===== src/rtl/tow_pkg.sv =====
// Shared definitions for the tug-of-war playfield: board geometry, the
// rope position type and the next-position decode used by rope_field.
package tow_pkg;

  localparam int NUM_POS             = 9;
  localparam int CENTER              = 5;
  localparam int DEFAULT_SYNC_STAGES = 2;

  typedef logic [3:0] pos_t;

  typedef enum logic [1:0] {
    HOLD,
    MOVE_L,
    MOVE_R,
    RECENTER
  } move_e;

endpackage


===== src/rtl/rope_field_key_edge.sv =====
// Brings one raw player key into the Clock domain through a flop chain and
// turns each rising edge of the synchronised level into a one-cycle pulse.
// The pulse is forced low while Reset is asserted so no press escapes
// during reset.
module key_edge
  import tow_pkg::*;
#(
  parameter int SYNC_STAGES = DEFAULT_SYNC_STAGES
) (
  input  logic Clock,
  input  logic Reset,
  input  logic raw,
  output logic pulse
);

  logic [SYNC_STAGES-1:0] sync_q;
  logic [SYNC_STAGES-1:0] sync_d;
  logic                   prev_q;

  // Shift the raw level one stage further into the chain each cycle.
  always_comb begin
    sync_d = {sync_q[SYNC_STAGES-2:0], raw};
  end

  // Synchroniser chain plus the previous-value flop for edge detection.
  always_ff @(posedge Clock) begin
    if (Reset) begin
      sync_q <= '0;
      prev_q <= 1'b0;
    end else begin
      sync_q <= sync_d;
      prev_q <= sync_q[SYNC_STAGES-1];
    end
  end

  assign pulse = sync_q[SYNC_STAGES-1] & ~prev_q & ~Reset;

endmodule


===== src/rtl/rope_field.sv =====
// Upstream stage of the tug-of-war victory logic: turns the two player keys
// into L/R press pulses, moves the rope (one lit LED among LED9..LED1) and
// re-centres it when the victory stage reports a win.
module rope_field
  import tow_pkg::*;
#(
  parameter int SYNC_STAGES = DEFAULT_SYNC_STAGES
) (
  input  logic             Clock,
  input  logic             Reset,
  input  logic             key_l,
  input  logic             key_r,
  input  logic             win,
  output logic             L,
  output logic             R,
  output logic [NUM_POS:0] leds
);

  localparam pos_t CENTER_POS = pos_t'(CENTER);
  localparam pos_t MAX_POS    = pos_t'(NUM_POS);
  localparam pos_t MIN_POS    = pos_t'(1);

  pos_t  pos_q;
  pos_t  pos_d;
  move_e move;

  key_edge #(.SYNC_STAGES(SYNC_STAGES)) u_key_l (
    .Clock (Clock),
    .Reset (Reset),
    .raw   (key_l),
    .pulse (L)
  );

  key_edge #(.SYNC_STAGES(SYNC_STAGES)) u_key_r (
    .Clock (Clock),
    .Reset (Reset),
    .raw   (key_r),
    .pulse (R)
  );

  // Decide this cycle's move: a win beats everything, simultaneous presses cancel.
  always_comb begin
    move = HOLD;
    if (win) begin
      move = RECENTER;
    end else if (L && !R) begin
      move = MOVE_L;
    end else if (R && !L) begin
      move = MOVE_R;
    end
  end

  // Next rope position; the ends saturate so the victory stage can see a press at the edge.
  always_comb begin
    pos_d = pos_q;
    case (move)
      RECENTER: pos_d = CENTER_POS;
      MOVE_L:   if (pos_q < MAX_POS) pos_d = pos_q + pos_t'(1);
      MOVE_R:   if (pos_q > MIN_POS) pos_d = pos_q - pos_t'(1);
      default:  pos_d = pos_q;
    endcase
  end

  // Rope position register, centred by reset.
  always_ff @(posedge Clock) begin
    if (Reset) begin
      pos_q <= CENTER_POS;
    end else begin
      pos_q <= pos_d;
    end
  end

  // One-hot LED image of the rope position; LED0 is not part of the playfield.
  always_comb begin
    leds = '0;
    for (int i = 1; i <= NUM_POS; i++) begin
      leds[i] = (pos_q == pos_t'(i));
    end
  end

  // The rope must always be exactly one lit playfield LED outside reset.
  always_ff @(posedge Clock) begin
    if (!Reset) begin
      assert ($onehot(leds[NUM_POS:1]) && (leds[0] == 1'b0));
    end
  end

endmodule


===== config.mk =====
export PLATFORM = sky130hd
export DESIGN_NAME = rope_field
export DESIGN_NICKNAME = d
export VERILOG_FILES = /design/src/rtl/tow_pkg.sv /design/src/rtl/rope_field_key_edge.sv /design/src/rtl/rope_field.sv
export SDC_FILE = /design/constraint.sdc
export NUM_CORES = 1
export LEC_CHECK = 0
export ABC_AREA = 1
export CAP_MARGIN = 20
export CORE_MARGIN = 5
export CORE_UTILIZATION = 45
export CTS_CLUSTER_DIAMETER = 60
export CTS_CLUSTER_SIZE = 10
export DETAILED_ROUTE_END_ITERATION = 8
export PLACE_DENSITY = 0.72
export SETUP_SLACK_MARGIN = 0.4
export SYNTH_ARGS = -nofsm -noshare
export SYNTH_HDL_FRONTEND = slang
export SYNTH_SLANG_ARGS = --single-unit

===== constraint.sdc =====
create_clock -name Clock -period 2.4 [get_ports Clock]
set_clock_uncertainty 0.05 [all_clocks]
set_input_delay 0.72 -clock Clock [delete_from_list [all_inputs] [get_ports Clock]]
set_output_delay 0.72 -clock Clock [all_outputs]
set_load 0.01 [all_outputs]

==> flow_summary.yaml <==
outcome:
  status: "complete, no violations"
drt:
  vias_per_cell: 4.72
  drc_errors: 0
  vias: 737
  first_pass_iters: 6
  dr.first_iter.drc_count: 22
  ant_nets: 0
  wl_per_cell_um: 10.8
  routed_wl_um: 1680
pwr:
  p_leak_nw: 0.526
  ir_drop_mv: 0.582
  p_per_area_nw_per_um2: 529
  power_mw: 0.516
setup_path:
  critPathSlowestCell: "clkdlybuf4s50_1"
  startpoint_type: "input pin"
  setup.worst_path.end_class: "flop"
  max_stage_delay_ns: 0.41
  path_buf_inv: 5
  crit_chain: "clkdlybuf4s50_1 -> inv_2 -> nand2_2 -> inv_1 -> ha_4 -> nand3_1 -> nand2_1 -> inv_2 -> nand2_4 -> inv_2 -> nor2_2 -> nor2_2"
  cpMostUsedCell: "inv_2"
  path_delay_family: "buffers and inverters"
  crit_fanout: 5
  worstPathRequired_ns: 2.51
  arrival_ns: 2.02
  crit_type: "in -> reg"
yosys:
  ys_top_cells_by_count: "nand2_1, inv_1, nor2_1"
  synthArstFlopShare_pct: 0
  ys_seq_elements: 10
  avgSynthCellArea_um2: 6.43
  synthMostInstantiatedCell: "nand2_1"
  synth_flop_cell: "dfxtp_1"
  netlist.area_leader.share_pct: 26.8
  synthDistinctLibCells: 20
  synth.largest_area_cell: "dfxtp_1"
  yosys_warnings: 0
  synth_edf_count: 0
  synth_area_leaders: "dfxtp_1, nand2_1, ha_1"
  syn_inst: 116
  syn_area_um2: 746
  synth_seq_area_share_pct: 26.8
  synth_nets: 128
sta:
  setup_violations: 0
  holdWs_ns: 0.347
  slew_viol_final: 0
  finalCriticalPeriod_ns: 1.91
  hold_viol_final: 0
  period_share_pct: 79.4
  max_freq_ghz: 0.524
  rsz0062_at_grt: "true"
place:
  io_buffers: 15
  gp_congestion: 0.848
  dp_hpwl_um: 1270
clock_tree:
  htreeDepth: 1
  clockBufferDepth: 2
  clkTransAtPathRegs_ns: 0.07
  numCtsBuffers: 3
  root_buffer: "clkbuf_4"
  cts.sinks: 10
  clock_latency_ns: 0.26
  cts_tree: "built"
cells_and_area:
  regArea_um2: 213
  nets: 153
  utilization_pct: 63.3
  diodes: 0
  area_delta_synth_final_pct: 30.9
  drive_gt1_share_pct: 37.9
  multi_input_comb_area_um2: 452
  n_fill_cell: 148
floorplanning:
  fp.dieH_um: 50.7
  die_w_um: 50.7
  initial_core_util_pct: 48.4
  num_rows: 14
  ioPinCount: 17
  die_area_um2: 2570
  core-area_um2: 1540
global_route:
  met1_usage_pct: 18.7
  grt_util_met3_pct: 6.21
  grt_use_met2_pct: 22.5
  grt_overflow: 0
  track_usage_pct: 14.1
  grt_first_pass_wirelength_um: 2840
  top_usage_layer: "met2"
  grt_max_degree: 10
  grt_pass1_vias: 651
  antenna_found_initial: 0
run:
  drv_cap: 0
min_path:
  hold_class: "reg -> reg"
state kept, by name (all words and copies together), names as in the netlist:
name / cells
pos_q: 4
u_key_l.sync_q: 2
u_key_r.sync_q: 2
u_key_l.prev_q: 1
u_key_r.prev_q: 1
cells by family (layout without fill, tap and decap cells):
logic type                 Yosys count  count (layout)  share of synthesized area (%)
other                                1               1                          0.503
AOI/OAI and AO/OA                    3               3                           2.01
adders and majority gates            7               7                           11.7
and+or+nand+nor                     66              66                           40.8
DFF                                 10              10                           26.8
buffers and inverters               29              53                           18.1
power by group:
part / leakage, nW / internal (mW) / switching [mW]
combinational: 0.422 / 0.0703 / 0.0990
sequential: 0.0837 / 0.179 / 0.0184
clock: 0.0210 / 0.0921 / 0.0573
metrics by stage:
| stage | cells | setup WS [ns] | setup TNS (ns) | instance area, µm² |
|---|---|---|---|---|
| 3_3_place_gp | 150 | -0.331 | -1.27 | 933 |
| 2_1_floorplan | 116 | 0.409 | 0 | 748 |
| 4_1_cts | 156 | 0.393 | 0 | 1000 |
| 5_1_grt | 156 | 0.387 | 0 | 976 |
| 3_5_place_dp | 150 | -0.336 | -1.50 | 933 |
| 6_report | 156 | 0.493 | 0 | 976 |
path summary, 6_finish.rpt:
check                                                  start                      endpoint  slack [ns]  cells past startpoint
worst max-delay path                                     win         pos_q[1]$_SDFFE_PP0P_        0.49                     12
worst min-delay path            u_key_r.sync_q[0]$_SDFF_PP0_  u_key_r.sync_q[1]$_SDFF_PP0_        0.35                      2
worst max register to register  u_key_l.sync_q[1]$_SDFF_PP0_         pos_q[1]$_SDFFE_PP0P_        0.81                     14
worst min register to register  u_key_r.sync_q[0]$_SDFF_PP0_  u_key_r.sync_q[1]$_SDFF_PP0_        0.35                      2
layer usage:
metal	share of wire, %	up-vias
met2	47	18
met4	0	0
met3	4.5	0
li1	-	390
met1	48	329
met5	0	-
cells in the final DEF, fill, tap and decap left out, types with 4 or more instances in the layout:
cell	n
nand2_1	25
nor2_1	18
inv_1	15
nand3_1	11
inv_2	9
buf_2	9
buf_4	8
dfxtp_1	6
ha_1	5
nand2_2	4
cell type report:
type / instances / share of cell area [%]
Sequential cell: 10 / 21.8
Timing Repair Buffer: 23 / 15.4
Clock buffer: 4 / 3.72
Multi-Input combinational cell: 77 / 46.3
Inverter: 26 / 10.8
Tap cell: 16 / 2.05
worst reg2reg max path: stages, from the launching register on:
cell,delay (ns)
dfxtp_1,0.31
inv_1,0.04
nor2_1,0.14
nand2_1,0.09
nand2_1,0.09
nand2_2,0.07
inv_1,0.09
ha_4,0.14
nand3_1,0.07
nand2_1,0.09
inv_2,0.05
nand2_4,0.09
inv_2,0.05
nor2_2,0.08
nor2_2,0.03
what timing repair did:
item                       4_1_cts  5_1_grt
setup endpoints to repair       15       14
buffers inserted                 2        0
pin swaps                        1        0
hold buffers                     0        0
resized for setup               47       21
Power figures use the tool's default switching activity.
